`src/rtl/axidefslave.sv`:
```
// AXI4 default slave: terminates every burst on an unmapped range with an
// error response, keeps saturating burst counters and logs the address of
// the first offending request since reset or clear.
module axidefslave #(
  parameter int C_AXI_ID_WIDTH   = 2,
  parameter int C_AXI_DATA_WIDTH = 32,
  parameter int C_AXI_ADDR_WIDTH = 32,
  parameter bit OPT_DECERR       = 1'b1,
  parameter logic [C_AXI_DATA_WIDTH-1:0] RDATA_FILL = '0,
  parameter int LGAWFIFO         = 2,
  parameter int CNT_WIDTH        = 16
) (
  input  logic                        S_AXI_ACLK,
  input  logic                        S_AXI_ARESET,
  input  logic                        S_AXI_AWVALID,
  output logic                        S_AXI_AWREADY,
  input  logic [C_AXI_ID_WIDTH-1:0]   S_AXI_AWID,
  input  logic [C_AXI_ADDR_WIDTH-1:0] S_AXI_AWADDR,
  input  logic [7:0]                  S_AXI_AWLEN,
  input  logic                        S_AXI_WVALID,
  output logic                        S_AXI_WREADY,
  input  logic                        S_AXI_WLAST,
  output logic                        S_AXI_BVALID,
  input  logic                        S_AXI_BREADY,
  output logic [C_AXI_ID_WIDTH-1:0]   S_AXI_BID,
  output logic [1:0]                  S_AXI_BRESP,
  input  logic                        S_AXI_ARVALID,
  output logic                        S_AXI_ARREADY,
  input  logic [C_AXI_ID_WIDTH-1:0]   S_AXI_ARID,
  input  logic [C_AXI_ADDR_WIDTH-1:0] S_AXI_ARADDR,
  input  logic [7:0]                  S_AXI_ARLEN,
  output logic                        S_AXI_RVALID,
  input  logic                        S_AXI_RREADY,
  output logic [C_AXI_ID_WIDTH-1:0]   S_AXI_RID,
  output logic [C_AXI_DATA_WIDTH-1:0] S_AXI_RDATA,
  output logic                        S_AXI_RLAST,
  output logic [1:0]                  S_AXI_RRESP,
  input  logic                        i_clear,
  output logic [CNT_WIDTH-1:0]        o_wr_errors,
  output logic [CNT_WIDTH-1:0]        o_rd_errors,
  output logic                        o_first_valid,
  output logic                        o_first_is_write,
  output logic [C_AXI_ADDR_WIDTH-1:0] o_first_addr
);
  localparam int DEPTH = 1 << LGAWFIFO;
  localparam logic [1:0] ERESP = OPT_DECERR ? 2'b11 : 2'b10;

  typedef enum logic {IDLE, BURST} rstate_t;

  // Burst length on the write side is delimited by WLAST alone.
  logic unused_awlen;
  assign unused_awlen = ^S_AXI_AWLEN;

  logic [C_AXI_ID_WIDTH-1:0] fifo_q [DEPTH];
  logic [LGAWFIFO:0]         wptr_q, rptr_q;
  logic                      full, empty;
  logic                      aw_hs, wl_hs, b_hs, ar_hs, rl_hs;
  logic                      bvalid_q;
  logic [C_AXI_ID_WIDTH-1:0] bid_q;
  rstate_t                   state_q;
  logic [7:0]                beats_q;
  logic                      rvalid_q, rlast_q;
  logic [C_AXI_ID_WIDTH-1:0] rid_q;
  logic [CNT_WIDTH-1:0]      wr_q, rd_q;
  logic                      fv_q, fw_q;
  logic [C_AXI_ADDR_WIDTH-1:0] faddr_q;

  // Pointers carry one extra wrap bit so full and empty are distinguishable.
  assign empty = (wptr_q == rptr_q);
  assign full  = (wptr_q[LGAWFIFO] != rptr_q[LGAWFIFO]) &&
                 (wptr_q[LGAWFIFO-1:0] == rptr_q[LGAWFIFO-1:0]);

  assign S_AXI_AWREADY = !full;
  // A last beat may only complete when the B slot is free or draining.
  assign S_AXI_WREADY  = !empty && (!S_AXI_WLAST || !bvalid_q || S_AXI_BREADY);
  assign S_AXI_ARREADY = (state_q == IDLE);

  assign aw_hs = S_AXI_AWVALID && S_AXI_AWREADY;
  assign wl_hs = S_AXI_WVALID && S_AXI_WREADY && S_AXI_WLAST;
  assign b_hs  = bvalid_q && S_AXI_BREADY;
  assign ar_hs = S_AXI_ARVALID && S_AXI_ARREADY;
  assign rl_hs = rvalid_q && S_AXI_RREADY && rlast_q;

  assign S_AXI_BVALID = bvalid_q;
  assign S_AXI_BID    = bid_q;
  assign S_AXI_BRESP  = ERESP;
  assign S_AXI_RVALID = rvalid_q;
  assign S_AXI_RID    = rid_q;
  assign S_AXI_RLAST  = rlast_q;
  assign S_AXI_RRESP  = ERESP;
  assign S_AXI_RDATA  = RDATA_FILL;

  assign o_wr_errors      = wr_q;
  assign o_rd_errors      = rd_q;
  assign o_first_valid    = fv_q;
  assign o_first_is_write = fw_q;
  assign o_first_addr     = faddr_q;

  // ID storage; contents are don't-care while the pointers say empty.
  always_ff @(posedge S_AXI_ACLK) begin
    if (aw_hs) fifo_q[wptr_q[LGAWFIFO-1:0]] <= S_AXI_AWID;
  end

  // Write-ID FIFO pointers and the single-entry B response register.
  always_ff @(posedge S_AXI_ACLK or posedge S_AXI_ARESET) begin
    if (S_AXI_ARESET) begin
      wptr_q   <= '0;
      rptr_q   <= '0;
      bvalid_q <= 1'b0;
      bid_q    <= '0;
    end else begin
      if (aw_hs) wptr_q <= wptr_q + (LGAWFIFO+1)'(1);
      if (wl_hs) begin
        rptr_q   <= rptr_q + (LGAWFIFO+1)'(1);
        bid_q    <= fifo_q[rptr_q[LGAWFIFO-1:0]];
        bvalid_q <= 1'b1;
      end else if (S_AXI_BREADY) begin
        bvalid_q <= 1'b0;
      end
    end
  end

  // Read FSM: accept one AR, then stream ARLEN+1 error beats.
  always_ff @(posedge S_AXI_ACLK or posedge S_AXI_ARESET) begin
    if (S_AXI_ARESET) begin
      state_q  <= IDLE;
      beats_q  <= '0;
      rvalid_q <= 1'b0;
      rlast_q  <= 1'b0;
      rid_q    <= '0;
    end else begin
      case (state_q)
        IDLE: if (S_AXI_ARVALID) begin
          rid_q    <= S_AXI_ARID;
          beats_q  <= S_AXI_ARLEN;
          rvalid_q <= 1'b1;
          rlast_q  <= (S_AXI_ARLEN == 8'd0);
          state_q  <= BURST;
        end
        BURST: if (S_AXI_RREADY) begin
          if (rlast_q) begin
            rvalid_q <= 1'b0;
            rlast_q  <= 1'b0;
            state_q  <= IDLE;
          end else begin
            beats_q <= beats_q - 8'd1;
            rlast_q <= (beats_q == 8'd1);
          end
        end
        default: state_q <= IDLE;
      endcase
    end
  end

  // Saturating burst counters; a clear that coincides with an event keeps it.
  always_ff @(posedge S_AXI_ACLK or posedge S_AXI_ARESET) begin
    if (S_AXI_ARESET) begin
      wr_q <= '0;
      rd_q <= '0;
    end else begin
      if (i_clear)           wr_q <= b_hs ? CNT_WIDTH'(1) : '0;
      else if (b_hs && wr_q != '1) wr_q <= wr_q + CNT_WIDTH'(1);
      if (i_clear)           rd_q <= rl_hs ? CNT_WIDTH'(1) : '0;
      else if (rl_hs && rd_q != '1) rd_q <= rd_q + CNT_WIDTH'(1);
    end
  end

  // First-error log; AW has priority over a same-cycle AR.
  always_ff @(posedge S_AXI_ACLK or posedge S_AXI_ARESET) begin
    if (S_AXI_ARESET) begin
      fv_q    <= 1'b0;
      fw_q    <= 1'b0;
      faddr_q <= '0;
    end else if ((aw_hs || ar_hs) && (!fv_q || i_clear)) begin
      fv_q    <= 1'b1;
      fw_q    <= aw_hs;
      faddr_q <= aw_hs ? S_AXI_AWADDR : S_AXI_ARADDR;
    end else if (i_clear) begin
      fv_q    <= 1'b0;
      fw_q    <= 1'b0;
      faddr_q <= '0;
    end
  end
endmodule

```
`config.mk`:
```
export PLATFORM = sky130hd
export DESIGN_NAME = axidefslave
export DESIGN_NICKNAME = d
export VERILOG_FILES = /design/src/rtl/axidefslave.sv
export SDC_FILE = /design/constraint.sdc
export NUM_CORES = 1
export LEC_CHECK = 0
export BUFFER_PORTS_ARGS = -buffer_cell sky130_fd_sc_hd__buf_2
export CAP_MARGIN = 20
export CORE_MARGIN = 3
export CORE_UTILIZATION = 53
export CTS_CLUSTER_DIAMETER = 150
export DETAILED_ROUTE_END_ITERATION = 10
export PLACE_DENSITY = 0.92
export SLEW_MARGIN = 20
export SYNTH_ARGS = -nofsm -noshare
export SYNTH_HDL_FRONTEND = slang
export SYNTH_SLANG_ARGS = --single-unit
export TNS_END_PERCENT = 100
```
`constraint.sdc`:
```
create_clock -name S_AXI_ACLK -period 6.85 [get_ports S_AXI_ACLK]
set_clock_uncertainty 0.15 [all_clocks]
set_input_delay 1.37 -clock S_AXI_ACLK [delete_from_list [all_inputs] [get_ports S_AXI_ACLK]]
set_output_delay 1.37 -clock S_AXI_ACLK [all_outputs]
set_load 0.1 [all_outputs]
```
**Yosys cells after proc, flatten, opt, wreduce, memory -nomap -nowiden**

Memories as Yosys holds them, arrays and structs flattened. A register that Yosys moved wholly into a read port is not among the register bits.
Cells that the tools add are included.

- Register bits after elaboration: 86
- RAM bits: 8
- Input bits: 93
- Output and inout port bits: 112
- Logic and storage cells: 92
- Memories: 1

Memories:

| name | depth | width | read ports | clocked after Yosys merged registers in | wr ports | line | text |
|---|---|---|---|---|---|---|---|
| fifo_q | 4 | 2 | 1 | 1 | 1 | 54 | `logic [C_AXI_ID_WIDTH-1:0] fifo_q [DEPTH];` |

- Add/sub/neg operators: 5
- Equal/unequal tests: 10
- Muxes and demuxes: 32
- Bitwise gates (word level): 1
- Reductions and logical operators: 30

Operators with widths:

| kind | count |
|---|---|
| 2-to-1 mux 32 bit | 3 |
| 2-to-1 mux 16 bit | 4 |
| adder 16 x 1 -> 16 bit, second input constant | 2 |
| != test 16 bit, second input constant | 2 |
| 2-to-1 mux 8 bit | 3 |
| 2-to-1 mux 1 bit | 18 |
| case mux 8 bit (2 select lines) | 1 |
| logical AND 1 bit | 12 |
| == test 8 x 1 -> 1 bit, second input constant | 1 |
| zero test 8 bit | 1 |
| nonzero test 2 bit | 4 |
| subtractor 8 x 1 -> 8 bit, second input constant | 1 |
| adder 3 x 1 -> 3 bit, second input constant | 2 |
| != test 2 bit, second input constant | 3 |
| case mux 1 bit (2 select lines) | 3 |
| AND reduction 3 bit | 2 |
| zero test 1 bit | 5 |
| logical OR 1 bit | 4 |
| AND reduction 2 bit | 2 |
| == test 3 bit | 1 |
| == test 2 bit | 1 |
| != test 2 x 1 -> 1 bit, second input constant | 1 |
| != test 1 bit | 1 |
| NOT 1 bit | 1 |

**Logic depth before layout (Yosys ltp)**

Gate-level depths: netlist of run 1.

- Word-level depth: 7
- Depth in mapped cells: 7

**Worst setup path after synthesis of run 1**

Ideal clock, no wire load.

- Path type: input port to output port
- From: input S_AXI_BREADY
- To: output S_AXI_WREADY
- Arrival time: 2.346 ns
- Data required time: 5.330 ns
- Path slack: 2.984 ns
- Stages: 2
- Cells stage by stage: nand2b_1 > o32a_1

- Word-level cells in the longest chain between the ends: 2

RTL lines:

| item | line | text |
|---|---|---|
| from (decl) | 24 | `input logic S_AXI_BREADY,` |
| logical OR 1 bit | 75 | `assign S_AXI_WREADY = !empty && (!S_AXI_WLAST \|\| !bvalid_q \|\| S_AXI_BREADY);` |
| logical AND 1 bit | 75 |  |
| to (decl) | 21 | `output logic S_AXI_WREADY,` |

Every way passes these cells.

**Final worst setup path of run 1**

Same ends and word-level chain as after synthesis.

==> run metrics, run 1 <==
CTS Buf Count=9; Final Hold Vio Count=0; CP endpoint kind=primary output; CP endpoint=S_AXI_WREADY; DRT Pass-1 Iters=5; Synth Area in Compound Gates=0.1192; # port buffers=160; pwr/cell area=503.3 nW/um^2; n_diodes=0; layout cell share with drive strength beyond 1=0.2973; Worst-Margin Slew=0.8145 ns; Post-Synth XOR/XNOR Area=0.01476; clk sinks=96; Die Wd=~110 um; vias per cell=roughly 5.6; reg2reg setup slack=4.30 ns; gr usage total=0.2310; Finished Layout Cells=809; Max FO, Critical Path=4; worst ir drop on vdd=approximately 450 uV; largest family of logic cells by synthesized area=simple AND/OR/NAND/NOR gates; Reg-to-Reg End=o_first_addr[5]; post-synthesis adder-cell area fraction=0.02108; # rows=36; clock slew seen by the registers of the worst setup and hold paths=around 0.090 ns; Cells after DPL=between 700 and 800; GRT overflow=0; cell count after synthesis=518; Detail Placement HPWL=9.754 mm; Synth Register Bits=96; Die Ht=106.4 um; Starting Density=0.5465; status=finished, final reports clean; max_cap viols=0; Unique masters post-synth=62; Post-CTS Repair Setup Buffers=0; Arr. time, crit path=2.27 ns; detailed router's first-iteration violation count=226; Post-synth EDFFs=8; worst hold path type=reg2reg; Worst Path Required=5.33 ns; Simple-Gate Fraction of Synth Area=0.1553; initial antenna violation count=0; Pleak=3.113 nW; Clock Tree Root=clkbuf_8; die area=11320 um^2; CP startpoint kind=primary input; Area Overhead vs Synth=18.69%; Post-CTS Hold Buffers=0; crit path time final=3.793 ns; Final TNS setup=0 ns; Crit. Startpoint=S_AXI_BREADY; placed cell area=6100 um^2; vias in the first global route=4574; Ys Warns=0; Tot Pwr=approximately 3.2 mW; r2r startpoint=rptr_q[0]; gpl congestion=approximately 0.88; I/O pins=slightly above 200; FFs w/ async S/R, synth=0.9167; top cells by area, synth=dfrtp_1 (41%), mux2i_1 (12%), buf_4 (5.5%), edfxtp_1 (4.5%), nand2_1 (3.6%); Most used DFF post-synth=dfrtp_1; slew margin rel.=0.4570; multiplexer area fraction after synthesis=0.1452; clk buf depth=2; DR DRC count=0; TritonCTS clock tree=done; setup violators final=0; final WL=around 13 mm; Yosys top cell by area=dfrtp_1; kind of critical path=in2out; Fillers=slightly below 800; fin. max-slew vios=0; H-tree depth=3; largest net degree at the start of global routing=89; Mapped Avg Cell Area=between 10 and 15 um^2; clock latency on the worst-skew pair=0.35 ns; WHS=~0.35 ns; fin area=around 6300 um^2; CTS resizes=0; reg2reg path depth=6; RSZ-0062 raised after global routing=no; Final period util=0.5537; cell area after synthesis=5341 um^2; drt wl/cell=around 16 um; sequential element share of the synthesized area=0.4572; Core Area=9774 um^2; Final nets=773; share of the synthesized area in the top cell type=0.4123; first-pass GRT wire length=between 20 and 25 mm; fmax=263.7 MHz; DR vias=~4600; Antenna Violating Nets Remaining=0
==> layer usage <==
metal,vias up,wire (um),GRT usage
li1,2120,-,-
met1,2226,5025,0.2687
met2,193,6866,0.4109
met3,30,978,0.05161
met4,0,301,0.09343
met5,-,0,0
==> how the worst min path moves through the flow <==
stage	startpoint	end	slack (ns)	cells past startpoint
CTS	wptr_q[2]	wptr_q[2]	0.34	1
floorplan	wptr_q[2]	wptr_q[2]	0.31	1
finish	wptr_q[2]	wptr_q[2]	0.35	1
global route	wptr_q[2]	wptr_q[2]	0.36	1
global placement	wptr_q[2]	wptr_q[2]	0.33	1
detailed placement	wptr_q[2]	wptr_q[2]	0.33	1
==> critical path: stages <==
cell and delay, ns:
buf_2 0.10, nand2b_1 0.19, o32a_1 0.18, buf_2 0.43
==> metrics by stage <==
step	util	setup WS [ns]
2_1_floorplan	-	2.984
4_1_cts	0.6482	3.039
5_1_grt	0.6486	3.016
3_5_place_dp	0.6240	3.045
3_3_place_gp	0.6240	3.051
6_report	0.6486	3.057
==> kinds of logic (layout without fill, tap and decap cells) <==
kind of cell | Yosys count | in the layout
AOI/OAI and AO/OA | 97 | 97
xor gates and xnor gates | 9 | 9
adders and majority gates | 9 | 9
buffers and inverters | 77 | 201
DFF | 96 | 96
muxes | 74 | 74
other | 2 | 36
and+or+nand+nor | 154 | 154
==> Yosys cell counts, drive strengths merged, types with 2 or more instances <==
library cell  count
o21a              2
o211ai            9
nand2            51
a31o              2
a21oi            31
mux2              8
nor3              7
or4              13
xor2              5
clkbuf            9
mux4              2
mux2i            64
inv              20
xnor2             4
a311oi            2
o31ai            15
nor2b             2
a21o              2
dfrtp            88
nand3            16
o41ai             3
ha                9
o22ai             3
and4              4
o21ai            16
nand4             8
buf              46
or2               4
edfxtp            8
nand2b            4
conb              2
nor2             12
and2              4
a31oi             3
and3              9
nor4              5
or3              12
==> cell usage in the layout, fill, tap and decap left out, drive strengths merged, types with 3 or more instances in the layout <==
master / Yosys / layout
a21oi: 31 / 31
a31oi: 3 / 3
and2: 4 / 4
and3: 9 / 9
and4: 4 / 4
buf: 46 / 165
bufinv: 0 / 3
clkbuf: 9 / 11
conb: 2 / 36
dfrtp: 88 / 88
edfxtp: 8 / 8
ha: 9 / 9
inv: 20 / 19
mux2: 8 / 8
mux2i: 64 / 64
nand2: 51 / 51
nand2b: 4 / 4
nand3: 16 / 16
nand4: 8 / 8
nor2: 12 / 12
nor3: 7 / 7
nor4: 5 / 5
o211ai: 9 / 9
o21ai: 16 / 16
o22ai: 3 / 3
o31ai: 15 / 15
o41ai: 3 / 3
or2: 4 / 4
or3: 12 / 12
or4: 13 / 13
xnor2: 4 / 4
xor2: 5 / 5
==> power breakdown <==
group	leakage (nW)	switching (mW)	internal, mW	total [mW]
Clock	0.110	0.198	0.243	0.441
Sequential	1.22	0.149	0.747	0.896
Combinational	1.79	1.47	0.381	1.85
Total	3.11	1.82	1.37	3.19
==> layout make-up <==
type | instances | area [um^2] | share of cell area
Clock buffer | 11 | 131.4 | 0.02072
Tap cell | 133 | 166.4 | 0.02625
Clock inverter | 5 | 105.1 | 0.01658
Multi-Input combinational cell | 379 | 2576 | 0.4064
Inverter | 20 | 76.32 | 0.01204
Timing Repair Buffer | 165 | 842.1 | 0.1328
Sequential cell | 96 | 2442 | 0.3852
==> flip-flops by register name, summed over array words and instances (netlist names) <==
register          flops
o_rd_errors          16
fifo_q                8
S_AXI_BVALID          1
S_AXI_RLAST           1
o_first_is_write      1
S_AXI_RID             2
o_first_addr         32
S_AXI_RVALID          1
S_AXI_BID             2
beats_q               8
state_q               1
rptr_q                3
o_wr_errors          16
wptr_q                3
o_first_valid         1
Note: power is estimated with default switching activity, not from simulation.
==> run 2, diff against run 1 <==
- CORE_UTILIZATION: 53 -> 45
- PLACE_DENSITY: 0.92 -> 0.83
- clock period: 6.85 -> 3.1 ns (I/O delays scaled with it)
==> run 2 against run 1 <==
Against the previous run:
- count of clock-buffer cells in the layout shrank 1
- wire length shrank 0.93%
- die area grew 17%
- worst setup slack lost 2.5 ns
- sequential share of layout area shrank 0.57 points
- first-iteration DRC count grew 56%
- combinational power grew 120%
- design area grew 1.5%
- sequential power grew 120%
==> run metrics, run 2 (synthesis gave the netlist of run 1 again) <==
Core Area=11520 um^2 (+18%); largest net degree at the start of global routing=49 (-45%); kind of critical path=reg2out; top sig layer=met4; Clock Tree Root=clkbuf_16; Final nets=776 (+0.39%); Seq pwr share=0.272 (-0.009); TritonCTS clock tree=done; fin. max-slew vios=0 (unchanged); first-pass GRT wire length=21.11 mm (-0.78%); worst ir drop on vdd=1004 uV (+120%); met2 WL post-DR=6.715 mm (-2.2%); Final TNS setup=0 ns (unchanged); cell family with most CP delay=flip-flops; Starting Density=0.4638 (-0.08265); die area=13210 um^2 (+17%); I/O pins=205 (unchanged); Slowest cell on crit path=dfrtp_1; final WL=13.05 mm (-0.93%); layout cell share with drive strength beyond 1=0.3009 (+0.003548); clock slew seen by the registers of the worst setup and hold paths=0.07 ns (-0.02 ns); max_cap viols=0 (unchanged); H-tree depth=3 (unchanged); Sw Pwr=4.050 mW (+120%); combinational power share=0.576 (-0.005); crit path time final=between 2 and 3 ns; Antenna Violating Nets Remaining=0 (unchanged); Final Hold Vio Count=0 (unchanged); DRT Pass-1 Iters=4 (-1); worst hold path type=in2async; commonest non-fill, non-tap cell in the layout=buf_2; Clock Power Share=0.153 (+0.015); crit path cell chain=xor2_1 -> nand3_1 -> buf_2; pre-CTS setup slack=0.6637 ns (-2.381 ns); GRT overflow=0 (unchanged); Post-CTS Hold Buffers=0 (unchanged); max reg flops=32 (unchanged); Final period util=0.8170; Int Power=3.129 mW (+130%); clk sinks=96 (unchanged); RSZ-0062 raised after global routing=no; met3 WL=731 um (-25%); setup violators final=0 (unchanged); detailed router's first-iteration violation count=352 (+56%); CTS resizes=0 (unchanged); drt wl/cell=15.89 um (-2.4%); Sw Ratio=0.5641 (-0.006098); clk buf depth=2 (unchanged); Area Overhead vs Synth=20.47%; clock latency on the worst-skew pair=0.34 ns (about the same); CTS Buf Count=9 (unchanged); Crit. Startpoint=rptr_q[2]; n_diodes=0 (unchanged); Tot Pwr=7.179 mW (+130%); Pleak=3.155 nW (+1.4%); pwr/cell area=1116 nW/um^2 (+120%); # rows=39 (+8.3%); CP startpoint kind=register; slew margin rel.=0.5119 (+0.05495); status=finished, final reports clean; M1 WL=5.409 mm (+7.6%); setup ws final=0.5672 ns (-2.490 ns); Worst Path Required=2.33 ns (-3.00 ns); DR DRC count=0 (unchanged); r2r startpoint=rptr_q[2]; # port buffers=160 (unchanged); Max FO, Critical Path=6 (+2); most frequent cells in the layout=buf_2 (160), dfrtp_1 (88), mux2i_1 (64); fmax=394.8 MHz; critical path buffer and inverter count=1 (-1); Detail Placement HPWL=9.651 mm (-1.1%); gr usage total=0.1974 (-0.03366); CP endpoint kind=primary output; Worst-Margin Slew=0.7312 ns (-0.08328 ns); Arr. time, crit path=1.76 ns (-0.51 ns); max incr delay on CP=0.40 ns (-0.03 ns); Die Wd=115.0 um (+8.0%); gpl congestion=0.8690 (-1.3%); Post-CTS Repair Setup Buffers=0 (unchanged); DR vias=4501 (-1.5%); vias per cell=5.482 (-2.9%); Die Ht=115.0 um (+8.0%); initial antenna violation count=0 (unchanged); vias in the first global route=4504 (-1.5%)
-- run 2: routing by layer --
layer  track usage  vias up
li1              -     2139
met1        0.2496     2185
met2        0.3426      160
met3       0.03737       17
met4       0.06103        0
met5             0        -
-- run 2: final timing paths --
kind | end | cells after the start | slack [ns]
max in group asynchronous | o_rd_errors[13] | 3 | 1.86
setup reg to reg | o_first_addr[20] | 5 | 0.80
min in group S_AXI_ACLK | wptr_q[2] | 1 | 0.34
setup / recovery | S_AXI_AWREADY | 3 | 0.57
hold / removal | S_AXI_RLAST | 2 | 0.22
hold reg to reg | wptr_q[2] | 1 | 0.34
-- run 2: power by group through the flow --
stage | sequential [mW] | combinational, mW | clock, mW
2_1_floorplan | 3.86 | 1.59 | 0
3_3_place_gp | 1.95 | 4.05 | 0
3_5_place_dp | 1.97 | 4.15 | 0
4_1_cts | 1.96 | 4.15 | 1.12
5_1_grt | 2.01 | 4.33 | 1.18
6_report | 1.95 | 4.13 | 1.10
-- run 2: metrics by stage --
stage                     cells  utilization  hold slack [ns]  area (um^2)
after floorplan             552            -           0.3104         5469
after global placement      806       0.5338           0.3266         6147
after detailed placement    806       0.5338           0.3284         6147
after CTS                   821       0.5588           0.2518         6435
after global routing        821       0.5588           0.2783         6435
final                       821       0.5588           0.2190         6435
-- run 2: cell type report --
type                            count  area (um^2)
Tap cell                          143        178.9
Sequential cell                    96         2442
Clock inverter                      5        58.81
Fill cell                        1017         5081
Clock buffer                       10        229.0
Inverter                           20        76.32
Multi-Input combinational cell    379         2576
Timing Repair Buffer              168        873.3
